===== config.mk =====
export PLATFORM = sky130hd
export DESIGN_NAME = xy_dac_spi
export DESIGN_NICKNAME = d
export VERILOG_FILES = /design/src/rtl/xy_dac_spi.sv
export SDC_FILE = /design/constraint.sdc
export NUM_CORES = 1
export LEC_CHECK = 0
export ABC_AREA = 1
export CAP_MARGIN = 20
export CORE_MARGIN = 2
export CORE_UTILIZATION = 48
export CTS_CLUSTER_SIZE = 10
export DETAILED_ROUTE_END_ITERATION = 12
export GPL_TIMING_DRIVEN = 0
export PLACE_DENSITY = 0.77
export SKIP_CTS_REPAIR_TIMING = 1
export SYNTH_ARGS = -nofsm -noshare
export SYNTH_HDL_FRONTEND = slang
export SYNTH_SLANG_ARGS = --single-unit

===== constraint.sdc =====
create_clock -name i_clk -period 1.8 [get_ports i_clk]
set_clock_uncertainty 0.05 [all_clocks]
set_input_delay 0.36 -clock i_clk [delete_from_list [all_inputs] [get_ports i_clk]]
set_output_delay 0.36 -clock i_clk [all_outputs]
set_load 0.005 [all_outputs]

===== src/rtl/xy_dac_spi.sv =====
// ============================================================================
// xy_dac_spi : X/Y sample pair to dual 12-bit DAC serialiser, SPI mode 0.
// Optional macro XY_DAC_LDAC_EN adds the LDAC latch pulse for simultaneous X/Y
// update. Revision: 1.0
// ============================================================================
`default_nettype none

module xy_dac_spi #(
  parameter int DATA_WIDTH = 9,
  parameter int CLK_DIV    = 4
) (
  input  logic                  i_clk,
  input  logic                  i_rst,
  input  logic                  i_valid,
  input  logic [DATA_WIDTH-1:0] i_x,
  input  logic [DATA_WIDTH-1:0] i_y,
  output logic                  o_ready,
  output logic                  o_sclk,
  output logic                  o_mosi,
  output logic                  o_cs_n,
  output logic                  o_ldac_n,
  output logic                  o_busy
);

  localparam int C_FRAME_BITS = 16;
  localparam int C_HALVES     = 2 * C_FRAME_BITS;
  localparam int C_HALF_W     = $clog2(C_HALVES);
  localparam int C_DIV_W      = (CLK_DIV > 1) ? $clog2(CLK_DIV) : 1;
  localparam logic [C_DIV_W-1:0]  C_DIV_LAST  = C_DIV_W'(CLK_DIV - 1);
  localparam logic [C_HALF_W-1:0] C_HALF_LAST = C_HALF_W'(C_HALVES - 1);
  localparam logic [3:0] C_HDR_X = 4'b0011;
  localparam logic [3:0] C_HDR_Y = 4'b1011;

  typedef enum logic [2:0] {
    IDLE    = 3'd0,
    FRAME_X = 3'd1,
    GAP_X   = 3'd2,
    FRAME_Y = 3'd3,
    GAP_Y   = 3'd4,
    LDAC    = 3'd5
  } state_t;

  state_t                  r_state;
  logic [C_DIV_W-1:0]      r_div;
  logic [C_HALF_W-1:0]     r_half;
  logic [DATA_WIDTH-1:0]   r_x;
  logic [DATA_WIDTH-1:0]   r_y;
  logic                    r_ready;
  logic                    r_sclk;
  logic                    r_mosi;
  logic                    r_cs_n;
`ifdef XY_DAC_LDAC_EN
  logic                    r_ldac_n;
`endif
  logic                    w_div_end;
  logic [C_FRAME_BITS-1:0] w_word;
  logic                    w_next_bit;

  function automatic logic [C_FRAME_BITS-1:0] frame_word(input logic [3:0] hdr,
                                                         input logic [DATA_WIDTH-1:0] s);
    logic [C_FRAME_BITS-1:0] w;
    w = {hdr, 12'h000};
    w[11 -: DATA_WIDTH] = s;
    return w;
  endfunction

  // Bit 15 is always the header MSB, so frames start from a constant and the
  // remaining bits are picked from the held samples by the half-period index.
  always_comb begin
    w_word = frame_word(C_HDR_X, r_x);
    if (r_state == FRAME_Y) w_word = frame_word(C_HDR_Y, r_y);
  end

  assign w_div_end  = (r_div == C_DIV_LAST);
  assign w_next_bit = w_word[4'd14 - r_half[C_HALF_W-1:1]];

  always_ff @(posedge i_clk or posedge i_rst) begin
    if (i_rst) begin
      r_state  <= IDLE;
      r_div    <= '0;
      r_half   <= '0;
      r_x      <= '0;
      r_y      <= '0;
      r_ready  <= 1'b1;
      r_sclk   <= 1'b0;
      r_mosi   <= 1'b0;
      r_cs_n   <= 1'b1;
`ifdef XY_DAC_LDAC_EN
      r_ldac_n <= 1'b1;
`endif
    end else begin
      r_div <= w_div_end ? '0 : r_div + C_DIV_W'(1);
      case (r_state)
        IDLE: begin
          r_div <= '0;
          if (i_valid) begin
            r_x     <= i_x;
            r_y     <= i_y;
            r_half  <= '0;
            r_cs_n  <= 1'b0;
            r_mosi  <= C_HDR_X[3];
            r_ready <= 1'b0;
            r_state <= FRAME_X;
          end
        end
        FRAME_X, FRAME_Y: begin
          if (w_div_end) begin
            if (r_half == C_HALF_LAST) begin
              r_cs_n  <= 1'b1;
              r_sclk  <= 1'b0;
              r_mosi  <= 1'b0;
              r_state <= (r_state == FRAME_X) ? GAP_X : GAP_Y;
            end else begin
              r_half <= r_half + C_HALF_W'(1);
              r_sclk <= ~r_sclk;
              if (r_sclk) r_mosi <= w_next_bit;
            end
          end
        end
        GAP_X: begin
          if (w_div_end) begin
            r_half  <= '0;
            r_cs_n  <= 1'b0;
            r_mosi  <= C_HDR_Y[3];
            r_state <= FRAME_Y;
          end
        end
        GAP_Y: begin
          if (w_div_end) begin
`ifdef XY_DAC_LDAC_EN
            r_ldac_n <= 1'b0;
            r_state  <= LDAC;
`else
            r_ready  <= 1'b1;
            r_state  <= IDLE;
`endif
          end
        end
`ifdef XY_DAC_LDAC_EN
        LDAC: begin
          if (w_div_end) begin
            r_ldac_n <= 1'b1;
            r_ready  <= 1'b1;
            r_state  <= IDLE;
          end
        end
`endif
        default: begin
          r_cs_n  <= 1'b1;
          r_sclk  <= 1'b0;
          r_mosi  <= 1'b0;
          r_ready <= 1'b1;
          r_state <= IDLE;
        end
      endcase
    end
  end

  assign o_ready  = r_ready;
  assign o_busy   = ~r_ready;
  assign o_sclk   = r_sclk;
  assign o_mosi   = r_mosi;
  assign o_cs_n   = r_cs_n;
`ifdef XY_DAC_LDAC_EN
  assign o_ldac_n = r_ldac_n;
`else
  assign o_ldac_n = 1'b0;
`endif

endmodule

`default_nettype wire


# Word level (Yosys, flattened, before mapping)

Index checks and enable logic that the tools add are counted.

Logic and storage cells: 74
Bits of input ports: 21
Bits in registers: 32
Output and inout bits: 6

Reduce and logical (&&, ||, !) cells: 12
Multiplexer cells: 31
Bitwise operators: 5
Add/sub/neg operators: 3
$lt $le $gt $ge: 1
Equal/unequal tests: 13

Operators with widths:

| kind                | number |
|---|---|
| $mux 5              | 4 |
| $reduce_and 5->1    | 4 |
| $mux 3              | 6 |
| $mux 16             | 1 |
| $pmux 5 s3          | 1 |
| $ne 2x2->1 const B  | 6 |
| $pmux 3 s4          | 1 |
| $mux 1              | 11 |
| $pmux 1 s4          | 2 |
| $eq 3x2->1 const B  | 2 |
| $reduce_or 3->1     | 2 |
| $add 5x1->5 const B | 1 |
| $eq 5x5->1 const B  | 1 |
| $lt 4x5->1 const B  | 1 |
| $not 1->1           | 5 |
| $bmux 1 s4          | 1 |
| $mux 2              | 2 |
| $reduce_and 2->1    | 2 |
| $sub 4x4->4 const A | 1 |
| $eq 3x1->1 const B  | 1 |
| $eq 3x3->1 const B  | 1 |
| $logic_not 3->1     | 1 |
| $ne 3x3->1 const B  | 1 |
| $pmux 1 s3          | 1 |
| 6 further kinds     | 6 |

# Logic depth before layout (Yosys ltp)

Word-level depth: 8
Depth in mapped cells: 12
Depth with buffers taken out: 11

# Worst setup path after synthesis

Ideal clock, no wire load.

Kind: register -> register
Start point: register r_half[1]
End point: register r_half[3]
Setup slack: 0.041 ns
Cell stages (with the launch flop): 11
Path buffers: 0
Period minus slack after synthesis: 1.759 ns
Data arrival time: 1.587 ns
Required time: 1.628 ns
Setup time: 0.122 ns
Cell sequence: dfrtp_1 ha_1 inv_1 nor3_1 ha_1 a21oi_1 o211ai_2 nor2_1 nand2_1 o21ai_1 a21oi_1

Cells in the longest elaborated chain, start to end: 4
Elaborated cells on any way between the ends: 7
Classes of those cells: add/sub: 1; eq/ne: 2; mux: 3; reduce/logical: 1

RTL lines:

| item                   | line | RTL |
|---|---|---|
| from (decl)            | 45   | `logic [C_HALF_W-1:0] r_half;` |
| from (signal assigned) | 114  | `r_half <= r_half + C_HALF_W'(1);` |
| $add 5x1->5            | 114  |  |
| $mux 5                 | 108  | `if (r_half == C_HALF_LAST) begin` |
| $mux 5                 | 107  | `if (w_div_end) begin` |
| $pmux 5 s3             | 93   | `case (r_state)` |

Parallel ways exist; a longest one is shown, timed or not. The select of a mux whose other input is x is not followed.
A chain may end at the register's enable or synchronous reset.

# Worst setup path in the final report

Start point: register r_half[1]
End point: register r_mosi (netlist: o_mosi)

Cells in the longest elaborated chain, start to end: 7
Elaborated cells on any way between the ends: 10
Classes of those cells: add/sub: 1; eq/ne: 2; mux: 6; reduce/logical: 1

RTL lines:

| item                         | line | RTL |
|---|---|---|
| $sub 4x4->4                  | 75   | `assign w_next_bit = w_word[4'd14 - r_half[C_HALF_W-1:1]];` |
| $bmux 1 s4                   | 75   |  |
| $mux 1 (implied by the code) | 75   |  |
| $mux 1                       | 116  | `if (r_sclk) r_mosi <= w_next_bit;` |
| $mux 1                       | 108  |  |
| $mux 1                       | 107  |  |
| $pmux 1 s4                   | 93   |  |
| to (signal assigned)         | 101  | `r_mosi <= C_HDR_X[3];` |
| to (signal assigned)         | 116  |  |
| to (signal assigned)         | 124  | `r_mosi <= C_HDR_Y[3];` |
| to (decl)                    | 50   | `logic r_mosi;` |

Parallel ways exist; a longest one is shown, timed or not. The select of a mux whose other input is x is not followed.

==> run metrics <==
share of cells above drive strength 1=28.0%; clk_lat worst skew=280 ps; Post-Synth Adder-Cell Area=3.54%; Post-Synth Simple-Gate Area=22.7%; vias per std cell=5.00; Initial Util=49.0%; HP Class=in2async; Static Leakage=1.06 nW; commonest cells after routing, fill and taps aside=nand2_1 (29), dfrtp_1 (27), clkdlybuf4s50_1 (25); NumNets Final=261; Core Box Area=3610 um2; crit end category=register; Die W=64.7 um; ys async rst share=100%; WL/cell=12.2 um; Cell Chain, Critical Path=ha_4, inv_2, nor3_2, ha_2, nor2_4, inv_2, or2_1, nand3_2, a31oi_2, a21oi_2; commonest non-fill, non-tap cell in the layout=nand2_1; fin util=63.6%; Max clock buf depth=2; main combinational cell family by area after synthesis=simple AND/OR/NAND/NOR gates; CP peak stage delay=400 ps; Cell Pwr Density=1630 nW/um2; DRT antenna net count=0; Seq/Total Area, Yosys=45.5%; vias in the first global route=1362; largest area contributor in the netlist=dfrtp_1; ant diodes=0; syn_area_per_cell=8.88 um2; crit share post-route=98.7%; via count=1419; Area Growth Syn to Fin=29.9%; reg2reg path depth=10; post-synthesis register bit count=32; Syn Inst Count=199; total of max-cap violations=0; Site Rows=22; WL final=3470 um; global-route wire length before repair=5950 um; mux share of post-synthesis cell area=7.65%; CP startpoint kind=register; status=finished clean; RSZ-0062 raised after global routing=true; CTS Sinks=32; CTS H-tree lvls=2; fill cell count=298; crit-path max FO=4; # DRC=0; Clock transition at path regs=70 ps; Setup Viol. Count Final=0; initial antenna violation count=0; Warnings, synthesis=0; WP depth=10; Hold Violations, Final=0; setup TNS=0 ps; Critical Path RT=1930 ps; io pins=27; Most used DFF post-synth=dfrtp_1; area share of the largest cell type after synthesis=42.5%; critical path type=reg2reg; slowest cell on the critical path=dfrtp_2; largest net degree at the start of global routing=21; Worst R2R End=o_mosi; worst slack at placement=-235 ps; DR iter-0 viols=65; Period minus WS final=1780 ps; Worst path top cell family by delay=simple AND/OR/NAND/NOR gates; CP arrival=1900 ps; Slew headroom=61.6%; WP buf/inv=2; Mapped Area=1770 um2; syn nets=225; worst IR drop on VDD=0.000756 V; number of synthesized flops with an enable pin=0; Worst-Margin Slew=576 ps; Num CTS Buffers=5; CTS tree=built; final setup margin=23.3 ps; compound-cell area share of the yosys netlist=8.85%; Remaining Overflow, GRT=0; Distinct cells, synth=32; gr usage total=18.6%; RePlAce Congestion=0.778; die area=4180 um2; Max Clk Rate=563 MHz; die height=64.7 um; hpwl dp=2430 um; Synth area leaders=dfrtp_1 (42%), mux2_2 (7.6%), nand2_1 (6.2%), nand3_1 (5.4%), inv_1 (5.3%); reg2reg setup slack=20 ps; final-report max-slew violation count=0; CP most frequent cell=inv_2; drt pass-1 iters=4; Root Driver=clkbuf_8; Critical R2R Launch=r_half[1]; xor-xnor portion of the synthesized cell area=0.992%; Port Buffer Count=25
routing by layer:
metal	up-vias	part of all wire [%]	global-route usage, %
li1	718	-	-
met1	652	45	24.2
met2	41	49	29.4
met3	8	4.7	5.38
met4	0	1.6	7.18
met5	-	0	0
report_power, final:
part	switching [mW]	internal, mW
clock	0.260	0.304
sequential	0.177	1.08
combinational	1.07	0.854
worst register-to-register path, cell delays in order, from the launching register on:
cell	delay, ps
dfrtp_2	400
ha_4	150
inv_2	40
nor3_2	150
ha_2	270
nor2_4	60
inv_2	80
or2_1	140
nand3_2	90
a31oi_2	180
a21oi_2	70
metrics by stage:
| step | hold WS (ps) | cell area, um2 | power [mW] | std cells |
|---|---|---|---|---|
| global route | 427 | 2290 | 4.05 | 284 |
| detailed placement | 392 | 2100 | 3.00 | 273 |
| CTS | 400 | 2200 | 3.58 | 281 |
| finish | 378 | 2290 | 3.74 | 284 |
| global placement | 380 | 2080 | 2.93 | 272 |
| floorplan | 365 | 1770 | 2.55 | 199 |
worst max-delay path by stage:
| stage | from | endpoint | slack, ps |
|---|---|---|---|
| 5_1_grt | r_half[1] | r_half[3] | -80 |
| 3_5_place_dp | r_half[1] | o_mosi | -240 |
| 3_3_place_gp | r_half[1] | o_mosi | -190 |
| 2_1_floorplan | r_half[1] | r_half[3] | 40 |
| 4_1_cts | r_half[1] | o_mosi | -290 |
| 6_report | r_half[1] | o_mosi | 20 |
final cells by class:
type / count / area (um2) / area share, %
Multi-Input combinational cell: 130 / 847 / 36.9
Sequential cell: 32 / 807 / 35.2
Timing Repair Buffer: 29 / 300 / 13.1
Inverter: 30 / 120 / 5.23
Clock buffer: 6 / 82.6 / 3.60
Buffer: 7 / 67.6 / 2.94
Tap cell: 48 / 60.1 / 2.62
Clock inverter: 2 / 10.0 / 0.436
registers in the layout, indices dropped and copies added (netlist names):
signal,cells
r_half,5
r_x,9
o_cs_n,1
o_ready,1
o_sclk,1
o_mosi,1
r_state,3
r_y,9
r_div,2
synthesized netlist by cell type (2+ instances only):
cell,count
a21oi_2,2
dfstp_2,2
nand3_1,19
xor2_1,2
inv_1,25
dfrtp_1,30
nand2_2,5
a21oi_1,14
nand2_1,29
buf_6,5
mux2_2,12
o21ai_0,6
nand4_1,2
nor3_1,4
nor2_2,2
nor2_1,17
ha_1,5
inv_2,4
cells by family (layout without fill, tap and decap cells):
group / Yosys count / after routing
simple gates: 83 / 83
buf+inv: 37 / 74
flops: 32 / 32
compound gates: 27 / 27
mux: 12 / 12
fa+ha+maj: 5 / 5
xor+xnor: 2 / 2
other cells: 1 / 1
(Power assumes the default switching activity.)
